## src/rtl/r2r_sar_adc_multich_if.sv

```systemverilog
// Signal bundle between the multi-channel SAR ADC core and its analog front end / result consumer.
// Latency: none (wires only).
// Backpressure: none; result_valid is a one-cycle pulse with no ready path.
interface r2r_sar_adc_multich_if #(
  parameter int WIDTH    = 8,
  parameter int CHANNELS = 4
);
  localparam int CH_W = (CHANNELS > 1) ? $clog2(CHANNELS) : 1;

  // control and analog inputs to the converter
  logic                compare_match_n;
  logic                mode;
  logic                start;
  logic [CHANNELS-1:0] channel_mask;

  // front-end drive and result outputs from the converter
  logic                sample_control;
  logic [CH_W-1:0]     channel_sel;
  logic [WIDTH-1:0]    r2r_out;
  logic                busy;
  logic [WIDTH-1:0]    result;
  logic [CH_W-1:0]     result_channel;
  logic                result_valid;
  logic                overrun;

  // converter side
  modport master (
    input  compare_match_n,
    input  mode,
    input  start,
    input  channel_mask,
    output sample_control,
    output channel_sel,
    output r2r_out,
    output busy,
    output result,
    output result_channel,
    output result_valid,
    output overrun
  );

  // front end / consumer side
  modport slave (
    output compare_match_n,
    output mode,
    output start,
    output channel_mask,
    input  sample_control,
    input  channel_sel,
    input  r2r_out,
    input  busy,
    input  result,
    input  result_channel,
    input  result_valid,
    input  overrun
  );
endinterface

```

## src/rtl/r2r_sar_adc_multich.sv

```systemverilog
// Multi-channel R2R successive-approximation ADC controller with round-robin scan and rate divider.
// Latency: trigger edge t -> result_valid in cycle t + SAMPLE_CYCLES + WIDTH*(SETTLE_CYCLES+1) + 1.
// Backpressure: none; triggers while busy are dropped (continuous-mode strobes flag sticky overrun).
module r2r_sar_adc_multich #(
  parameter int WIDTH         = 8,
  parameter int CHANNELS      = 4,
  parameter int DIV           = 100_000,
  parameter int SAMPLE_CYCLES = 4,
  parameter int SETTLE_CYCLES = 2
) (
  input logic                   clk,
  input logic                   reset,
  r2r_sar_adc_multich_if.master adc
);

  localparam int CH_W    = (CHANNELS > 1) ? $clog2(CHANNELS) : 1;
  localparam int DIV_W   = $clog2(DIV);
  localparam int BIT_W   = $clog2(WIDTH);
  localparam int TIM_MAX = (SAMPLE_CYCLES > SETTLE_CYCLES) ? SAMPLE_CYCLES : SETTLE_CYCLES;
  localparam int TIM_W   = $clog2(TIM_MAX + 1);

  localparam logic [DIV_W-1:0] DIV_LAST    = DIV_W'(DIV - 1);
  localparam logic [TIM_W-1:0] SAMPLE_LAST = TIM_W'(SAMPLE_CYCLES - 1);
  localparam logic [TIM_W-1:0] SETTLE_LAST = TIM_W'(SETTLE_CYCLES - 1);
  localparam logic [BIT_W-1:0] BIT_MSB     = BIT_W'(WIDTH - 1);
  localparam logic [WIDTH-1:0] TRIAL_MSB   = {1'b1, {(WIDTH-1){1'b0}}};
  localparam logic [CH_W-1:0]  PTR_RESET   = CH_W'(CHANNELS - 1);

  localparam logic [2:0] S_IDLE   = 3'd0;
  localparam logic [2:0] S_SAMPLE = 3'd1;
  localparam logic [2:0] S_SETTLE = 3'd2;
  localparam logic [2:0] S_DECIDE = 3'd3;
  localparam logic [2:0] S_DONE   = 3'd4;

  logic [DIV_W-1:0] div_cnt;
  logic             strobe;
  logic [2:0]       state;
  logic [TIM_W-1:0] timer;
  logic [BIT_W-1:0] bit_idx;
  logic [WIDTH-1:0] trial;
  logic [WIDTH-1:0] trial_kept;
  logic [WIDTH-1:0] trial_next;
  logic [CH_W-1:0]  rr_ptr;
  logic [CH_W-1:0]  ch_sel;
  logic [CH_W-1:0]  next_ch;
  logic [CH_W-1:0]  hi_ch;
  logic [CH_W-1:0]  lo_ch;
  logic             hi_found;
  logic [WIDTH-1:0] res;
  logic [CH_W-1:0]  res_ch;
  logic             res_vld;
  logic             ovr;
  logic             any_enabled;
  logic             trigger;

  // Conversion-rate divider: free-running 0..DIV-1 in both modes, strobe on the last count.
  assign strobe = (div_cnt == DIV_LAST);

  always_ff @(posedge clk) begin
    if (reset) begin
      div_cnt <= '0;
    end else if (strobe) begin
      div_cnt <= '0;
    end else begin
      div_cnt <= div_cnt + 1'b1;
    end
  end

  // Round-robin pick: lowest enabled channel above the pointer, else wrap to lowest enabled overall.
  // Descending scan so the final write in each category is the lowest qualifying index.
  always_comb begin
    hi_ch    = '0;
    lo_ch    = '0;
    hi_found = 1'b0;
    for (int c = CHANNELS - 1; c >= 0; c--) begin
      if (adc.channel_mask[c]) begin
        lo_ch = CH_W'(c);
        if (CH_W'(c) > rr_ptr) begin
          hi_ch    = CH_W'(c);
          hi_found = 1'b1;
        end
      end
    end
    next_ch = hi_found ? hi_ch : lo_ch;
  end

  // Trigger source is mode dependent; in single-shot mode the strobe is ignored entirely.
  assign any_enabled = |adc.channel_mask;
  assign trigger     = (state == S_IDLE) && any_enabled &&
                       (adc.mode ? adc.start : strobe);

  // Comparator decision for the bit under test, then the next trial with the following bit set.
  always_comb begin
    trial_kept = trial;
    if (adc.compare_match_n) begin
      trial_kept[bit_idx] = 1'b0;
    end
    trial_next = trial_kept;
    if (bit_idx != '0) begin
      trial_next[bit_idx - 1'b1] = 1'b1;
    end
  end

  // Conversion sequencer, channel pointer, result capture and sticky overrun.
  always_ff @(posedge clk) begin
    if (reset) begin
      state   <= S_IDLE;
      timer   <= '0;
      bit_idx <= '0;
      trial   <= '0;
      rr_ptr  <= PTR_RESET;
      ch_sel  <= '0;
      res     <= '0;
      res_ch  <= '0;
      res_vld <= 1'b0;
      ovr     <= 1'b0;
    end else begin
      res_vld <= 1'b0;
      // Only continuous-mode strobes count as overrun; a start while busy is silently dropped.
      if (!adc.mode && strobe && (state != S_IDLE)) begin
        ovr <= 1'b1;
      end
      case (state)
        S_IDLE: begin
          if (trigger) begin
            ch_sel <= next_ch;
            rr_ptr <= next_ch;
            timer  <= '0;
            state  <= S_SAMPLE;
          end
        end
        S_SAMPLE: begin
          if (timer == SAMPLE_LAST) begin
            timer   <= '0;
            trial   <= TRIAL_MSB;
            bit_idx <= BIT_MSB;
            state   <= S_SETTLE;
          end else begin
            timer <= timer + 1'b1;
          end
        end
        S_SETTLE: begin
          if (timer == SETTLE_LAST) begin
            timer <= '0;
            state <= S_DECIDE;
          end else begin
            timer <= timer + 1'b1;
          end
        end
        S_DECIDE: begin
          if (bit_idx == '0) begin
            // Result registers update here so they are already valid during the DONE cycle.
            trial   <= trial_kept;
            res     <= trial_kept;
            res_ch  <= ch_sel;
            res_vld <= 1'b1;
            state   <= S_DONE;
          end else begin
            trial   <= trial_next;
            bit_idx <= bit_idx - 1'b1;
            state   <= S_SETTLE;
          end
        end
        S_DONE: begin
          state <= S_IDLE;
        end
        default: begin
          state <= S_IDLE;
        end
      endcase
    end
  end

  // The ladder sees the trial code only while it is being settled and compared; zero otherwise.
  assign adc.r2r_out        = ((state == S_SETTLE) || (state == S_DECIDE)) ? trial : '0;
  assign adc.sample_control = (state == S_SAMPLE);
  assign adc.busy           = (state != S_IDLE);
  assign adc.channel_sel    = ch_sel;
  assign adc.result         = res;
  assign adc.result_channel = res_ch;
  assign adc.result_valid   = res_vld;
  assign adc.overrun        = ovr;

endmodule

```

## src/flat_wrapper.sv

```systemverilog
// flat-port wrapper written by rule: the top's interface ports become plain ports
module r2r_sar_adc_multich_flat 
#(
  parameter int WIDTH         = 8,
  parameter int CHANNELS      = 4,
  parameter int DIV           = 100_000,
  parameter int SAMPLE_CYCLES = 4,
  parameter int SETTLE_CYCLES = 2
)
  (clk, reset, adc_compare_match_n, adc_mode, adc_start, adc_channel_mask, adc_sample_control, adc_channel_sel, adc_r2r_out, adc_busy, adc_result, adc_result_channel, adc_result_valid, adc_overrun);
  r2r_sar_adc_multich_if #(.WIDTH(WIDTH), .CHANNELS(CHANNELS)) adc_i ();
  input logic clk;
  input logic reset;
  input wire logic [$bits(adc_i.compare_match_n)-1:0] adc_compare_match_n;
  input wire logic [$bits(adc_i.mode)-1:0] adc_mode;
  input wire logic [$bits(adc_i.start)-1:0] adc_start;
  input wire logic [$bits(adc_i.channel_mask)-1:0] adc_channel_mask;
  output wire logic [$bits(adc_i.sample_control)-1:0] adc_sample_control;
  output wire logic [$bits(adc_i.channel_sel)-1:0] adc_channel_sel;
  output wire logic [$bits(adc_i.r2r_out)-1:0] adc_r2r_out;
  output wire logic [$bits(adc_i.busy)-1:0] adc_busy;
  output wire logic [$bits(adc_i.result)-1:0] adc_result;
  output wire logic [$bits(adc_i.result_channel)-1:0] adc_result_channel;
  output wire logic [$bits(adc_i.result_valid)-1:0] adc_result_valid;
  output wire logic [$bits(adc_i.overrun)-1:0] adc_overrun;
  assign adc_i.compare_match_n = adc_compare_match_n;
  assign adc_i.mode = adc_mode;
  assign adc_i.start = adc_start;
  assign adc_i.channel_mask = adc_channel_mask;
  assign adc_sample_control = adc_i.sample_control;
  assign adc_channel_sel = adc_i.channel_sel;
  assign adc_r2r_out = adc_i.r2r_out;
  assign adc_busy = adc_i.busy;
  assign adc_result = adc_i.result;
  assign adc_result_channel = adc_i.result_channel;
  assign adc_result_valid = adc_i.result_valid;
  assign adc_overrun = adc_i.overrun;
  r2r_sar_adc_multich #(.WIDTH(WIDTH), .CHANNELS(CHANNELS), .DIV(DIV), .SAMPLE_CYCLES(SAMPLE_CYCLES), .SETTLE_CYCLES(SETTLE_CYCLES)) u_core (.clk(clk), .reset(reset), .adc(adc_i));
endmodule
```

## config.mk

```make
export PLATFORM = sky130hd
export DESIGN_NAME = r2r_sar_adc_multich_flat
export DESIGN_NICKNAME = d
export VERILOG_FILES = /design/src/rtl/r2r_sar_adc_multich_if.sv /design/src/rtl/r2r_sar_adc_multich.sv /design/src/flat_wrapper.sv
export SDC_FILE = /design/constraint.sdc
export NUM_CORES = 1
export LEC_CHECK = 0
export ABC_AREA = 1
export CAP_MARGIN = 20
export CORE_MARGIN = 1
export CORE_UTILIZATION = 59
export DETAILED_ROUTE_END_ITERATION = 7
export PLACE_DENSITY = 0.84
export SETUP_SLACK_MARGIN = 0.3
export SLEW_MARGIN = 5
export SYNTH_ARGS = -nofsm -noshare
export SYNTH_HDL_FRONTEND = slang
export SYNTH_SLANG_ARGS = --single-unit
```

## constraint.sdc

```tcl
create_clock -name clk -period 4.4 [get_ports clk]
set_input_delay 0.66 -clock clk [delete_from_list [all_inputs] [get_ports clk]]
set_output_delay 0.66 -clock clk [all_outputs]
set_load 0.05 [all_outputs]
```

=== Yosys cells after proc, flatten, opt, wreduce, memory -nomap -nowiden ===
Cells that the tools add are included.
W data, S select, Z words.

* Logic and storage cells: 104
* Bits in registers: 50
* Input bits: 9
* Output and inout port bits: 24

* Reductions and logical operators: 23
* Magnitude comparators: 8
* Muxes and demuxes: 45
* Eq/ne operators: 10
* Add/subtract/negate cells: 3
* Bitwise operators: 4

{| class="wikitable"
|+ Operator list
! kind !! number
|-
| $mux W8 || 5
|-
| $mux W3 || 9
|-
| $mux W2 || 13
|-
| $add A17 B1 Y17 const B || 1
|-
| $eq A17 B17 Y1 const B || 1
|-
| $pmux W8 S2 || 1
|-
| $mux W1 || 12
|-
| $pmux W3 S4 || 1
|-
| $eq A3 B2 Y1 const B || 3
|-
| $pmux W3 S3 || 1
|-
| $reduce_bool A3 Y1 || 3
|-
| $and A8 B8 Y8 || 1
|-
| $lt A3 B4 Y1 const B || 2
|-
| $not A8 Y8 || 1
|-
| $or A8 B8 Y8 || 1
|-
| $reduce_and A2 Y1 || 4
|-
| $demux W1 S3 || 2
|-
| $eq A3 B1 Y1 const B || 2
|-
| $ge A3 B1 Y1 const B || 2
|-
| $logic_and A1 B1 Y1 || 6
|-
| $logic_not A3 Y1 || 2
|-
| $ne A2 B1 Y1 const B || 3
|-
| $pmux W3 S2 || 1
|-
| $reduce_and A3 Y1 || 2
|-
| 11 further kinds || 14
|}

=== Longest topological paths before layout ===
Gate-level depths: netlist (run 1).

* Word-level depth: 11
* Gate-level depth with buffers: 11
* Depth with buffers taken out: 11

=== Worst setup path after synthesis (run 1) ===
OpenSTA, ideal clock, no wires.

* Path kind: flip-flop to output port
* Start point: register u_core.state[0]
* End point: output adc_r2r_out[0]
* Arrival time: 1518 ps
* Cell stages (with the launch flop): 7
* Slack: 2222 ps
* Buffers on the path: 0
* Path through: dfxtp_1 inv_1 nor2_4 nand2_4 nand2_1 inv_1 nor2_1

* Longest elaborated chain between the ends: 3
* Elaborated cells between the ends (all ways): 4
* Classes of those cells: 2 x eq/ne; 1 x mux; 1 x reduce/logical

{| class="wikitable"
|+ Ends and longest elaborated chain
! element !! line !! source
|-
| from (decl) || r2r_sar_adc_multich.sv:37 || <nowiki>logic [2:0] state;</nowiki>
|-
| from (signal assigned) || r2r_sar_adc_multich.sv:107 || <nowiki>state <= S_IDLE;</nowiki>
|-
| from (signal assigned) || r2r_sar_adc_multich.sv:129 || <nowiki>state <= S_SAMPLE;</nowiki>
|-
| from (signal assigned) || r2r_sar_adc_multich.sv:137 || <nowiki>state <= S_SETTLE;</nowiki>
|-
| $eq A3 B2 Y1 || r2r_sar_adc_multich.sv:175 || <nowiki>assign adc.r2r_out = ((state == S_SETTLE) || (state == S_DECIDE)) ? trial : '0;</nowiki>
|-
| $logic_or A1 B1 Y1 * || r2r_sar_adc_multich.sv:175 ||
|-
| $mux W8 * || r2r_sar_adc_multich.sv:175 ||
|-
| to (decl) || flat_wrapper.sv:20 || <nowiki>output wire logic [$bits(adc_i.r2r_out)-1:0] adc_r2r_out;</nowiki>
|}

Mark *: on every way between the ends. The rest lies on a longest branch, timed or not.

=== Final worst setup path (run 1) ===
* Start point: register u_core.state[0]
* End point: output adc_r2r_out[5]

The elaborated chain is that of the path after synthesis.

==> results of run 1 <==
routing by layer:
layer  GRT usage (%)  up-vias
li1                -     1203
met1            32.6     1036
met2            41.6       60
met3            6.08        6
met4            7.45        0
met5               0        -
power groups by stage:
stage | combinational (W) | sequential [W] | clock (W)
after floorplan | 0.000390 | 0.000585 | 0
after detailed placement | 0.000547 | 0.000560 | 0
final | 0.000552 | 0.000552 | 0.000322
after global routing | 0.000619 | 0.000557 | 0.000346
after global placement | 0.000537 | 0.000558 | 0
after CTS | 0.000550 | 0.000550 | 0.000328
cells in the mapped netlist (2+ instances only):
| cell | instances | area share [%] |
|---|---|---|
| inv_1 | 41 | 6.0 |
| nor3b_1 | 2 | 0.59 |
| dfxtp_1 | 50 | 39 |
| xnor2_1 | 3 | 1.0 |
| nand3_1 | 11 | 2.2 |
| or2_0 | 3 | 0.74 |
| inv_2 | 6 | 0.88 |
| a21oi_1 | 34 | 6.7 |
| nor2_1 | 54 | 8.0 |
| nor3_1 | 6 | 1.2 |
| buf_4 | 2 | 0.59 |
| nor2_4 | 5 | 2.2 |
| nand2_2 | 8 | 2.0 |
| ha_1 | 8 | 3.9 |
| nand3b_1 | 2 | 0.59 |
| clkbuf_1 | 2 | 0.30 |
| nand2_4 | 4 | 1.8 |
| nor2_2 | 5 | 1.2 |
| nand2_1 | 60 | 8.8 |
| a31oi_1 | 3 | 0.74 |
| or2_2 | 3 | 0.74 |
| o21ai_1 | 11 | 2.2 |
| o21ai_0 | 13 | 2.6 |
| o21a_1 | 2 | 0.59 |
critical path, cell delays in order, from the launching register on:
cell	delay (ns)
dfxtp_1	0.40
inv_1	0.09
nor2_4	0.17
nand2_4	0.12
nand2_1	0.08
inv_1	0.13
nor2_1	0.13
clkdlybuf4s50_1	0.81
cells in the final DEF, fill, tap and decap left out, types with 2 or more instances in the layout:
master and n:
nand2_1 60, nor2_1 54, dfxtp_1 50, inv_1 41, a21oi_1 34, clkdlybuf4s50_1 32, o21ai_0 13, nand3_1 11
o21ai_1 11, nand2_2 8, ha_1 8, inv_2 6, nor3_1 6, clkbuf_8 6, nor2_4 5, nor2_2 5
nand2_4 4, xnor2_1 3, a31oi_1 3, or2_2 3, or2_0 3, o21a_1 2, nand3b_1 2, nor3b_1 2
worst max path at each step:
stage                          startpoint                  to  slack [ns]  cells after the start
after detailed placement            reset  u_core.div_cnt[12]        1.44                      5
after floorplan           u_core.state[0]      adc_r2r_out[0]        2.22                      6
after CTS                 u_core.state[0]      adc_r2r_out[1]        1.51                      7
final                     u_core.state[0]      adc_r2r_out[5]        1.52                      7
after global routing      u_core.state[0]      adc_r2r_out[6]        1.37                      7
after global placement              reset  u_core.div_cnt[12]        1.54                      5
state kept, by name, summed over array words and instances (netlist names):
name                       flops
u_core.trial                   8
u_core.adc.result_valid        1
u_core.state                   3
u_core.adc.channel_sel         2
u_core.adc.result_channel      2
u_core.timer                   3
u_core.adc.overrun             1
u_core.bit_idx                 3
u_core.adc.result              8
u_core.div_cnt                17
u_core.rr_ptr                  2
final cells by class:
cell class	count	area [sq um]
multi-input cells	251	1340
repair buffers	32	320
inverters	48	181
fillers	334	1040
flip-flops and latches	50	1000
clock buffers	6	82.6
well taps	50	62.6
clock inverters	1	30.0
kinds of logic after synthesis:
family	Yosys count	synth area share, %
AOI/OAI and AO/OA	72	15.8
xor gates and xnor gates	3	1.03
adders and majority gates	8	3.93
buffers and inverters	53	8.16
DFF	50	39.3
and+or+nand+nor	168	31.8
per-stage QoR:
step	utilization, %	std cells
2_1_floorplan	-	354
3_3_place_gp	71.5	431
3_5_place_dp	71.5	431
4_1_cts	74.3	438
5_1_grt	74.3	438
6_report	74.3	438
==> impl_metrics.env, run 1 <==
export IMPL_status="finished, final reports clean"
export IMPL_relSlewSlack_pct=60.2
export IMPL_fin_crit_sh_pct=65.6
export IMPL_combPwrFrac_pct=38.7
export IMPL_crit_fanout=8
export IMPL_startpoint_type="register"
export IMPL_slew_viol_final=0
export IMPL_synth_ff_latch_count=50
export IMPL_synth_nets=371
export IMPL_clock_sinks=50
export IMPL_fmax_ghz=0.347
export IMPL_postRouteAntennaNets=0
export IMPL_total_power_w=0.00143
export IMPL_setup_viol=0
export IMPL_numCtsBuffers=5
export IMPL_dp_hpwl_um=3890
export IMPL_die_width_um=67.7
export IMPL_dr_wl_met2_um=2370
export IMPL_critPathRequiredTime_ns=3.74
export IMPL_final_area_sq_um=3010
export IMPL_ioPinCount=33
export IMPL_rsz0062_at_grt="no"
export IMPL_drive_gt1_share_pct=11.3
export IMPL_pwr_share_clk_pct=22.6
export IMPL_detail_route_wl_per_cell_um=12.0
export IMPL_place_ws_ns=1.44
export IMPL_r2r_slack_ns=2.60
export IMPL_hold_class="reg -> reg"
export IMPL_setup_ws_ns=1.52
export IMPL_route_detailed_drc=0
export IMPL_num_antenna_cells=0
export IMPL_drv_cap=0
export IMPL_synth_edff_count=0
export IMPL_p_leak_nw=1.22
export IMPL_skew_ns=0.00615
export IMPL_r2r_end="u_core.div_cnt[12]"
export IMPL_r2r_start="u_core.div_cnt[0]"
export IMPL_vias=2305
export IMPL_portBuffers=32
export IMPL_grt_pass1_wl_um=8790
export IMPL_overflow=0
export IMPL_cts_repair_resized=0
export IMPL_grt_usage_pct=25.3
export IMPL_hold_depth=1
export IMPL_tns_ns=0
export IMPL_tightestPinTransition_ns=0.596
export IMPL_cts_hold_buf=0
export IMPL_netSwitchingPower_w=0.000563
export IMPL_async_reset_ff_share_pct=0
export IMPL_insertion_delay_ns=0.29
export IMPL_post_cts_buffers=0
export IMPL_hold_worst_slack_ns=0.461
export IMPL_cts_buffer_depth=2
export IMPL_grt_max_degree=21
export IMPL_grt_pass1_vias=2134
export IMPL_vias_per_cell=5.26
export IMPL_rows=23
export IMPL_cp_end_kind="output port"
export IMPL_tritoncts="done"
export IMPL_fp_dieArea_sq_um=4580
export IMPL_peakVddDrop_v=0.000330
export IMPL_routed_wirelength_um=5270
export IMPL_wl_met3_um=252
export IMPL_synth_flop_cell="dfxtp_1"
export IMPL_p_per_area_nw_per_um2=473
export IMPL_drt_first_pass_iters=4
export IMPL_placed_area_sq_um=2900
export IMPL_ys_seq_area_share_pct=39.3
export IMPL_worstRegToRegCells=7
export IMPL_die_y_um=67.7
export IMPL_start_util_pct=62.7
export IMPL_path_clk_slew_ns=0.09
export IMPL_h_tree_depth=2
export IMPL_routed_top_layer="met4"
export IMPL_met1_length_um=2590
export IMPL_initialDrtViolationCount=113
export IMPL_netlist_area_sq_um=2540
export IMPL_hp_start="u_core.div_cnt[0]"
export IMPL_ys_types=40
export IMPL_holdPathEnd="u_core.div_cnt[0]"
export IMPL_syn_inst=354
export IMPL_hold_viol=0
export IMPL_finalNetCount=405
export IMPL_ys_warn_count=0
export IMPL_swShare_pct=39.5
export IMPL_syn_avg_cell_area_sq_um=7.19
export IMPL_gp_congestion=0.885
export IMPL_syn2layout_area_growth_pct=18.4
export IMPL_p_seq_share_pct=38.7
export IMPL_grt_antenna_before_repair=0
export IMPL_core_sq_um=4060
export IMPL_internal_power_w=0.000863
export IMPL_cts_root_buf="clkbuf_8"
export IMPL_worstSetupPathType="reg -> out"
export IMPL_cp_arrival_ns=2.22
export IMPL_post_route_min_period_ns=2.88
Note: power is estimated with default switching activity, not from simulation.
==> run 2, diff against run 1 <==
--- a/config.mk
+++ b/config.mk
@@ -8,9 +8,9 @@
 export ABC_AREA = 1
 export CAP_MARGIN = 20
 export CORE_MARGIN = 1
-export CORE_UTILIZATION = 59
+export CORE_UTILIZATION = 55
 export DETAILED_ROUTE_END_ITERATION = 7
-export PLACE_DENSITY = 0.84
+export PLACE_DENSITY = 0.8
 export SETUP_SLACK_MARGIN = 0.3
 export SLEW_MARGIN = 5
 export SYNTH_ARGS = -nofsm -noshare
==> constraint.sdc (replaced) <==
create_clock -name clk -period 2.7 [get_ports clk]
set_input_delay 0.405 -clock clk [delete_from_list [all_inputs] [get_ports clk]]
set_output_delay 0.405 -clock clk [all_outputs]
set_load 0.05 [all_outputs]
==> run 2 against run 1 <==
Combinational power rose by 63%; clock-buffer cell count unchanged; sequential share of layout area rose by 0.59 points; critical path depth is the same; clock skew rose by 0.0039 ns; global-route usage shrank 2.6 points; wire length decreased by 1.7%; core utilization down 7.2 points; clock power increased by 28%; first-iteration DRC count grew 15%; critical path type unchanged; largest cell class unchanged.
==> impl_metrics.env, run 2 (synthesis results as in run 1) <==
export IMPL_clock_sinks=50
export IMPL_startpoint_type="register"
export IMPL_place_ws_ns=0.381
export IMPL_r2r_start="u_core.div_cnt[0]"
export IMPL_p_per_area_nw_per_um2=747
export IMPL_finalNetCount=407
export IMPL_hold_worst_slack_ns=0.455
export IMPL_routed_wirelength_um=5180
export IMPL_grt_usage_pct=22.7
export IMPL_setup_ws_ns=0.583
export IMPL_cp_arrival_ns=1.71
export IMPL_die_width_um=70.0
export IMPL_skew_ns=0.0100
export IMPL_core_sq_um=4410
export IMPL_critPathRequiredTime_ns=2.30
export IMPL_cts_hold_buf=0
export IMPL_portBuffers=32
export IMPL_cp_end_kind="output port"
export IMPL_relSlewSlack_pct=61.0
export IMPL_post_route_min_period_ns=2.12
export IMPL_syn2layout_area_growth_pct=16.4
export IMPL_rows=24
export IMPL_dp_hpwl_um=3840
export IMPL_h_tree_depth=2
export IMPL_tritoncts="done"
export IMPL_route_detailed_drc=0
export IMPL_fmax_ghz=0.472
export IMPL_numCtsBuffers=5
export IMPL_crit_fanout=8
export IMPL_hp_start="u_core.div_cnt[0]"
export IMPL_grt_max_degree=20
export IMPL_dp_cells=435
export IMPL_drv_cap=0
export IMPL_setup_viol=0
export IMPL_final_common_cell="nand2_1"
export IMPL_drt_first_pass_iters=4
export IMPL_hold_depth=1
export IMPL_initialDrtViolationCount=130
export IMPL_tightestPinTransition_ns=0.584
export IMPL_p_leak_nw=1.24
export IMPL_fin_cells=442
export IMPL_insertion_delay_ns=0.29
export IMPL_largest_reg_flops=17
export IMPL_vias_per_cell=5.20
export IMPL_rsz0062_at_grt="no"
export IMPL_cts_buffer_depth=2
export IMPL_tns_ns=0
export IMPL_drive_gt1_share_pct=13.6
export IMPL_r2r_slack_ns=0.95
export IMPL_postRouteAntennaNets=0
export IMPL_gp_congestion=0.904
export IMPL_worstRegToRegCells=7
export IMPL_start_util_pct=57.7
export IMPL_fin_crit_sh_pct=78.4
export IMPL_overflow=0
export IMPL_path_clk_slew_ns=0.09
export IMPL_slew_viol_final=0
export IMPL_r2r_end="u_core.div_cnt[12]"
export IMPL_num_antenna_cells=0
export IMPL_layout_common_cells="60 x nand2_1, 54 x nor2_1, 50 x dfxtp_1, 41 x inv_1, 34 x a21oi_1"
export IMPL_fillers=392
export IMPL_grt_pass1_wl_um=9170
export IMPL_grt_pass1_vias=2161
export IMPL_grt_antenna_before_repair=0
export IMPL_detail_route_wl_per_cell_um=11.7
export IMPL_die_y_um=70.0
export IMPL_regMostFlops="u_core.div_cnt"
export IMPL_fp_dieArea_sq_um=4900
export IMPL_utilization_pct=67.1
export IMPL_cts_root_buf="clkbuf_8"
export IMPL_worstSetupPathType="reg -> out"
export IMPL_hold_viol=0
export IMPL_ioPinCount=33
export IMPL_peakVddDrop_v=0.000338
export IMPL_holdPathEnd="u_core.div_cnt[0]"
export IMPL_hold_class="reg -> reg"
export IMPL_status="finished, final reports clean"
export IMPL_vias=2299
## run 2: cell types whose count changed in the layout (fill, tap and decap cells not counted), sizes merged
cell	previous run	this run
clkinvlp	0	1
clkbuf	6	14
clkdlybuf4s50	32	23
buf	0	2
bufinv	1	0
dlymetal6s2s	0	1
## run 2: how the worst max path moves through the flow
stage,from,endpoint,depth (start not counted)
global placement,u_core.state[0],adc_r2r_out[6],7
global route,u_core.state[0],adc_r2r_out[2],7
detailed placement,u_core.state[0],adc_r2r_out[6],7
CTS,u_core.state[0],adc_r2r_out[4],7
finish,u_core.state[0],adc_r2r_out[4],7
floorplan,u_core.state[0],adc_r2r_out[0],6
## run 2: final cells by class
type / count / area [sq um] / area share, %
multi-input cells: 251 / 1340 / 45.1
flip-flops and latches: 50 / 1000 / 33.8
repair buffers: 34 / 298 / 10.1
inverters: 48 / 181 / 6.13
clock buffers: 6 / 72.6 / 2.45
well taps: 52 / 65.1 / 2.20
clock inverters: 1 / 7.51 / 0.253
## run 2: per-layer routing
layer / vias to the layer above / routed length, um / share of wire, % / track usage (%)
li1: 1208 / - / - / -
met1: 1051 / 2560 / 49 / 29.9
met2: 38 / 2410 / 47 / 37.9
met3: 2 / 178 / 3.4 / 3.46
met4: 0 / 33 / 0.64 / 7.56
met5: - / 0 / 0 / 0
## run 2: critical path, stage by stage (launching register included)
cell	delay, ns
dfxtp_1	0.40
inv_1	0.10
nor2_4	0.16
nand2_4	0.11
nand2_1	0.09
inv_1	0.14
nor2_1	0.12
clkbuf_2	0.28
## run 2: report_power, final
part	leakage [nW]	switching, W	internal [W]
registers	0.406	0.0000824	0.000816
logic	0.794	0.000607	0.000295
clock network	0.0373	0.000233	0.000178
total	1.24	0.000923	0.00129
## run 2: stage by stage
step	area, sq um	total power [W]
floorplan	2540	0.00159
global placement	2920	0.00178
detailed placement	2920	0.00181
CTS	2990	0.00222
global route	2960	0.00236
finish	2960	0.00221
## run 2: repair_timing
| action | in CTS | in global routing |
|---|---|---|
| buffers inserted | 0 | 0 |
| endpoints found under the hold margin | 0 | 0 |
| resized for setup | 8 | 17 |
| endpoints found under the setup margin | 8 | 9 |
==> run 3, diff against run 2 <==
==> constraint.sdc (replaced) <==
create_clock -name clk -period 2.1 [get_ports clk]
set_input_delay 0.315 -clock clk [delete_from_list [all_inputs] [get_ports clk]]
set_output_delay 0.315 -clock clk [all_outputs]
set_load 0.05 [all_outputs]
==> run 3 against run 2 <==
Clock skew down 0.0073 ns; power up 43%; clock-buffer cell count down 1; worst hold slack worse by 0.0031 ns; critical endpoint is now adc_r2r_out[2].
==> impl_metrics.env, run 3 (synthesis results as in run 1) <==
export IMPL_die_width_um=70.0
export IMPL_final_common_cell="nand2_1"
export IMPL_initialDrtViolationCount=140
export IMPL_dp_hpwl_um=3820
export IMPL_fp_dieArea_sq_um=4900
export IMPL_route_detailed_drc=0
export IMPL_p_per_area_nw_per_um2=967
export IMPL_tightestPinTransition_ns=0.538
export IMPL_start_util_pct=57.7
export IMPL_p_leak_nw=1.50
export IMPL_met1_length_um=2650
export IMPL_critPathRequiredTime_ns=1.78
export IMPL_worstRegToRegCells=8
export IMPL_cts_root_buf="clkbuf_8"
export IMPL_portBuffers=32
export IMPL_rsz0062_at_grt="yes"
export IMPL_holdPathEnd="u_core.div_cnt[0]"
export IMPL_largest_reg_flops=17
export IMPL_finalNetCount=414
export IMPL_setup_ws_ns=0.310
export IMPL_hold_depth=1
export IMPL_peakVddDrop_v=0.000470
export IMPL_worstSetupPathType="reg -> out"
export IMPL_hp_start="u_core.div_cnt[0]"
export IMPL_critPathLaunch="u_core.state[0]"
export IMPL_regMostFlops="u_core.div_cnt"
export IMPL_path_clk_slew_ns=0.09
export IMPL_dr_wl_met2_um=2710
export IMPL_drive_gt1_share_pct=20.1
export IMPL_wl_met3_um=286
export IMPL_overflow=0
export IMPL_cts_hold_buf=0
export IMPL_num_antenna_cells=0
export IMPL_core_sq_um=4410
export IMPL_cp_arrival_ns=1.47
export IMPL_rows=24
export IMPL_hold_viol=0
export IMPL_ioPinCount=33
export IMPL_slew_viol_final=0
export IMPL_hold_worst_slack_ns=0.452
export IMPL_crit_fanout=8
export IMPL_cts_buffer_depth=2
export IMPL_place_ws_ns=0.275
export IMPL_r2r_slack_ns=0.44
export IMPL_layout_common_cells="58 x nand2_1, 47 x dfxtp_1, 46 x nor2_1, 39 x inv_1, 34 x a21oi_1"
export IMPL_gp_congestion=0.867
export IMPL_numCtsBuffers=5
export IMPL_relSlewSlack_pct=64.1
export IMPL_total_power_w=0.00316
export IMPL_h_tree_depth=2
export IMPL_vias=2373
export IMPL_syn2layout_area_growth_pct=28.6
export IMPL_insertion_delay_ns=0.30
export IMPL_grt_usage_pct=24.7
export IMPL_fmax_ghz=0.559
export IMPL_grt_pass1_wl_um=9800
export IMPL_grt_antenna_before_repair=0
export IMPL_die_y_um=70.0
export IMPL_postRouteAntennaNets=0
export IMPL_drv_cap=0
export IMPL_routed_top_layer="met4"
export IMPL_status="finished, final reports clean"
export IMPL_grt_max_degree=20
export IMPL_setup_viol=0
export IMPL_hold_class="reg -> reg"
export IMPL_routed_wirelength_um=5730
export IMPL_grt_pass1_vias=2159
export IMPL_cp_end_kind="output port"
export IMPL_tritoncts="done"
export IMPL_vias_per_cell=5.27
export IMPL_tns_ns=0
export IMPL_fin_crit_sh_pct=85.2
export IMPL_r2r_end="u_core.trial[3]"
export IMPL_skew_ns=0.00274
export IMPL_r2r_start="u_core.bit_idx[1]"
export IMPL_startpoint_type="register"
export IMPL_detail_route_wl_per_cell_um=12.7
export IMPL_post_route_min_period_ns=1.79
export IMPL_utilization_pct=74.1
export IMPL_clock_sinks=50
export IMPL_drt_first_pass_iters=4
-- run 3: cell count changes in the layout (fill, tap and decap cells not counted), moves of 3 or more --
cell | previous run | this run
buf_12 | 0 | 9
nor2_4 | 5 | 13
clkbuf_2 | 8 | 1
dlymetal6s2s_1 | 1 | 9
dfxtp_1 | 50 | 47
nor2_1 | 54 | 46
buf_4 | 2 | 9
clkdlybuf4s50_1 | 23 | 11
-- run 3: metrics by stage --
| step | cells | cell area, sq um |
|---|---|---|
| final | 450 | 3270 |
| after detailed placement | 436 | 3000 |
| after floorplan | 354 | 2540 |
| after global placement | 436 | 3000 |
| after CTS | 449 | 3220 |
| after global routing | 450 | 3270 |
-- run 3: timing repair --
action | CTS | global route
setup buffers | 5 | 1
endpoints found under the setup margin | 11 | 20
endpoints found under the hold margin | 0 | 0
pin swaps | 3 | 2
gates resized for setup | 25 | 15
-- run 3: layer usage --
| metal | global-route usage, % | vias up |
|---|---|---|
| li1 | - | 1227 |
| met1 | 32.7 | 1087 |
| met2 | 40.3 | 51 |
| met3 | 4.62 | 8 |
| met4 | 8.89 | 0 |
| met5 | 0 | - |
-- run 3: cell type report --
cell class                 instances  area, sq um
timing repair buffer              41          493
inverter                          48          185
clock inverter                     3         40.0
tap                               52         65.1
clock buffer                       5         68.8
sequential                        50         1010
fill                             325         1140
multi-input combinational        251         1410
-- run 3: critical path, stage by stage (launching register included) --
cell	delay, ns
dfxtp_4	0.38
inv_2	0.05
nor2_4	0.10
nand2_4	0.07
nand2_4	0.06
clkinvlp_4	0.08
buf_12	0.16
nor2_4	0.11
buf_12	0.14
-- run 3: how the worst max path moves through the flow --
stage,end
final,adc_r2r_out[2]
after global routing,adc_r2r_out[2]
after CTS,adc_r2r_out[4]
after detailed placement,u_core.timer[2]
after global placement,u_core.timer[1]
after floorplan,adc_r2r_out[0]
-- run 3: power by group --
group / leakage (nW) / internal (W) / switching [W]
Clock: 0.0579 / 0.000351 / 0.000323
Sequential: 0.407 / 0.00105 / 0.000115
Combinational: 1.03 / 0.000449 / 0.000872
